<file path="config.mk">
export PLATFORM = sky130hd
export DESIGN_NAME = tmr_voter
export DESIGN_NICKNAME = d
export VERILOG_FILES = /design/src/rtl/tmr_voter.sv
export SDC_FILE = /design/constraint.sdc
export NUM_CORES = 1
export LEC_CHECK = 0
export CELL_PAD_IN_SITES_DETAIL_PLACEMENT = 1
export CELL_PAD_IN_SITES_GLOBAL_PLACEMENT = 1
export CORE_MARGIN = 2
export CORE_UTILIZATION = 20
export DETAILED_ROUTE_END_ITERATION = 8
export GPL_TIMING_DRIVEN = 0
export PLACE_DENSITY = 0.68
export SYNTH_ARGS = -nofsm -noshare
export SYNTH_HDL_FRONTEND = slang
export SYNTH_SLANG_ARGS = --single-unit
</file>
<file path="constraint.sdc">
create_clock -name clk -period 1.3 [get_ports clk]
set_input_delay 0.26 -clock clk [delete_from_list [all_inputs] [get_ports clk]]
set_output_delay 0.26 -clock clk [all_outputs]
set_load 0.01 [all_outputs]
</file>
<file path="src/rtl/tmr_voter.sv">
// Triple-modular-redundancy word voter: zero-latency bitwise 2-of-3 majority with registered lane diagnostics.
// Optional per-lane saturating error counters are enabled by defining TMR_ERR_CNT_EN.
module tmr_voter #(
  parameter int WIDTH = 4
`ifdef TMR_ERR_CNT_EN
  , parameter int CNT_WIDTH = 8
`endif
) (
  input  logic             clk,
  input  logic             rst,
  input  logic [WIDTH-1:0] data_1,
  input  logic [WIDTH-1:0] data_2,
  input  logic [WIDTH-1:0] data_3,
  output logic [WIDTH-1:0] tmr_out,
  output logic [2:0]       lane_err,
  output logic             multi_err
`ifdef TMR_ERR_CNT_EN
  , output logic [CNT_WIDTH-1:0] err_cnt_1
  , output logic [CNT_WIDTH-1:0] err_cnt_2
  , output logic [CNT_WIDTH-1:0] err_cnt_3
`endif
);

  logic [2:0] mis;
  logic       mis_multi;

  // The vote stays live through reset so the datapath is never blocked.
  assign tmr_out = (data_1 & data_2) | (data_1 & data_3) | (data_2 & data_3);

  assign mis[0]    = |(data_1 ^ tmr_out);
  assign mis[1]    = |(data_2 ^ tmr_out);
  assign mis[2]    = |(data_3 ^ tmr_out);
  assign mis_multi = (mis[0] & mis[1]) | (mis[0] & mis[2]) | (mis[1] & mis[2]);

  // NOTE: sequential state uses non-blocking assignments so every flop samples pre-edge values.
  always_ff @(posedge clk) begin
    if (rst) begin
      lane_err  <= 3'b000;
      multi_err <= 1'b0;
    end else begin
      lane_err  <= mis;
      multi_err <= mis_multi;
    end
  end

`ifdef TMR_ERR_CNT_EN
  logic [CNT_WIDTH-1:0] cnt [3];

  // NOTE: the counter array is three registers, not a RAM, so it can and must be reset.
  always_ff @(posedge clk) begin
    if (rst) begin
      for (int i = 0; i < 3; i++) cnt[i] <= '0;
    end else begin
      for (int i = 0; i < 3; i++) begin
        if (mis[i] && (cnt[i] != {CNT_WIDTH{1'b1}})) cnt[i] <= cnt[i] + 1'b1;
      end
    end
  end

  assign err_cnt_1 = cnt[0];
  assign err_cnt_2 = cnt[1];
  assign err_cnt_3 = cnt[2];
`endif

endmodule

</file>
==> impl_metrics.tcl <==
set metrics [dict create \
    outcome "finished clean" \
    whs_path_depth 4 \
    drtAntennaViolNets 0 \
    cp_data_required_time_ps 1430 \
    leakagePower_uw 0.000300 \
    yosysUniqueCellTypes 19 \
    wirelength_um 1180 \
    fmax_mhz 818 \
    grt_pass1_wl_um 1940 \
    share_comb_of_total_power 0.421 \
    setup_viol 0 \
    hold_path_class "in -> reg" \
    track_usage 0.130 \
    syn_avg_cell_area_um2 7.33 \
    crit_chain "buf_8, and3b_1, a2111oi_4, and3_4, nand2_2, a21o_1" \
    clockBufferDepth 2 \
    io-pin-count 22 \
    die_w_um 46.4 \
    async_reset_ff_frac 0 \
    netSwitchingFraction 0.315 \
    cts_made_buffers 3 \
    dieHeight_um 46.4 \
    post-route-drc-count 0 \
    pre_cts_slack_ps -713 \
    core_um2 1710 \
    first_pass_iters 1 \
    min_from "data_3[0]" \
    vias_per_cell 4.59 \
    whs_endpoint "lane_err[1]" \
    final_util 0.401 \
    ir_worst_vdd_uv 204 \
    hold_violations 0 \
    seq_power_share 0.269 \
    portBuffers 21 \
    clock-root-buffer "clkbuf_4" \
    dieArea_um2 2150 \
    maxSlewViolCount 0 \
    synth_most_common_cell "nor2_1" \
    ys_seq_elements 4 \
    synth-edff-count 0 \
    synthCells 49 \
    critPathMaxStageDelay_ps 300 \
    grt-ovfl-total 0 \
    timing.final.crit_share 0.941 \
    cts.clk_slew.worst_paths_ps 40 \
    design_power_total_uw 515 \
    clock-sinks 4 \
    nets 93 \
    startpoint_type "primary input" \
    cp-end-kind "flip-flop" \
    fin_crit_ps 1220 \
    wire_per_inst_um 11.6 \
    synth_seq_area_share 0.223 \
    cp.arrival_ps 1350 \
    switchingPower_uw 162 \
    grt_pass1_vias 469 \
    drive_above_1_share 0.403 \
    worst_path_max_delay_cell "a2111oi_4" \
    place_congestion 0.688 \
    cts_tree "done" \
    grt_antenna_before_repair 0 \
    antenna_cells 0 \
    syn-num-nets 63 \
    fin_setup_tns_ps 0 \
    clkPwrFrac 0.310 \
    rows 15 \
    ctsHoldBuffers 0 \
    synth_area_leaders "dfxtp_1 (22%), nor2b_1 (12%), nor2_1 (9.4%)" \
    place_hpwl_um 868 \
    critPathMaxFanout 5 \
    ys.flop_type "dfxtp_1" \
    p_int_uw 353 \
    synth_top_cell_area_share 0.223 \
    synth.top_cells.by_count "nor2_1 (9), nor2b_1 (7), a21oi_1 (4), dfxtp_1 (4), nand2_1 (4)" \
    yosys.area.top_type "dfxtp_1" \
    power.density_nw_per_um2 752 \
    synth_area_um2 359 \
    tightestPinTransition_ps 415 \
    setup_slack_ps 77.2 \
    via_count 468 \
    critPathKind "in -> reg" \
    initial_core_util 0.210 \
    h-tree-depth 1 \
    grt_max_degree 8 \
    maxCapViolCount 0 \
    syn_to_final_growth_pct 90.9 \
    relSlewSlack 0.722 \
    dr.first_iter.drc_count 0 \
    yosys_warnings 0 \
]
## critical path: cells and delay by family
kind	cells	cell delay, ps
buffers and inverters	1	100
and+or+nand+nor	3	510
AOI/OAI and AO/OA	2	470
## per-stage QoR
step / hold WS [ps] / std cells / area [um2]
finish: 463 / 102 / 686
global route: 477 / 102 / 686
CTS: 457 / 100 / 646
detailed placement: 896 / 95 / 601
global placement: 891 / 95 / 601
floorplan: 332 / 49 / 359
## cells by family (layout without fill, tap and decap cells)
family | after synthesis | after routing | share of synthesized area
and+or+nand+nor | 27 | 27 | 0.401
AOI/OAI and AO/OA | 14 | 14 | 0.282
DFF | 4 | 4 | 0.223
muxes | 3 | 3 | 0.0836
buffers and inverters | 1 | 29 | 0.0104
## power groups by stage
stage | combinational [uW] | sequential [uW] | clock, uW
final | 217 | 139 | 160
after global routing | 239 | 140 | 169
after detailed placement | 196 | 142 | 0
after global placement | 192 | 141 | 0
after CTS | 195 | 139 | 168
after floorplan | 71.8 | 149 | 0
## cell type report
class	count	area, um2
Multi-Input combinational cell	44	347
Fill cell	210	1020
Sequential cell	4	80.1
Tap cell	25	31.3
Timing Repair Buffer	25	201
Clock buffer	3	22.5
Inverter	1	3.75
## layer usage
| layer | track usage | share of wire |
|---|---|---|
| met1 | 0.141 | 0.39 |
| met2 | 0.233 | 0.54 |
| met3 | 0.0118 | 0.052 |
| met4 | 0.0857 | 0.012 |
| met5 | 0 | 0 |
## registers in the layout, summed over array words and instances (netlist names)
| name | count |
|---|---|
| lane_err | 3 |
| multi_err | 1 |
## worst max path at each step
| stage | from | to | cells past startpoint | slack, ps |
|---|---|---|---|---|
| floorplan | data_3[3] | multi_err | 5 | 5 |
| global placement | data_3[0] | multi_err | 6 | -660 |
| detailed placement | data_3[0] | multi_err | 6 | -710 |
| CTS | data_3[1] | multi_err | 6 | 2 |
| global route | data_1[1] | multi_err | 6 | -10 |
| finish | data_1[0] | multi_err | 6 | 80 |
## repair_timing
item                       CTS  global route
pin swaps                    9             8
buffers inserted             2             2
gates resized for setup     57            22
setup endpoints to repair   12             3
## layout by cell type, fill, tap and decap left out, types with 3 or more instances in the layout
master,synthesis,layout
buf_2,0,6
a21oi_2,0,3
dlygate4sd2_1,0,6
mux2i_1,3,3
clkbuf_4,0,3
nor3b_1,3,3
nand2_1,4,3
nor2_1,9,8
buf_4,0,4
o21a_1,3,3
nor2b_1,7,6
dfxtp_1,4,4
Note: power is estimated with default switching activity, not from simulation.
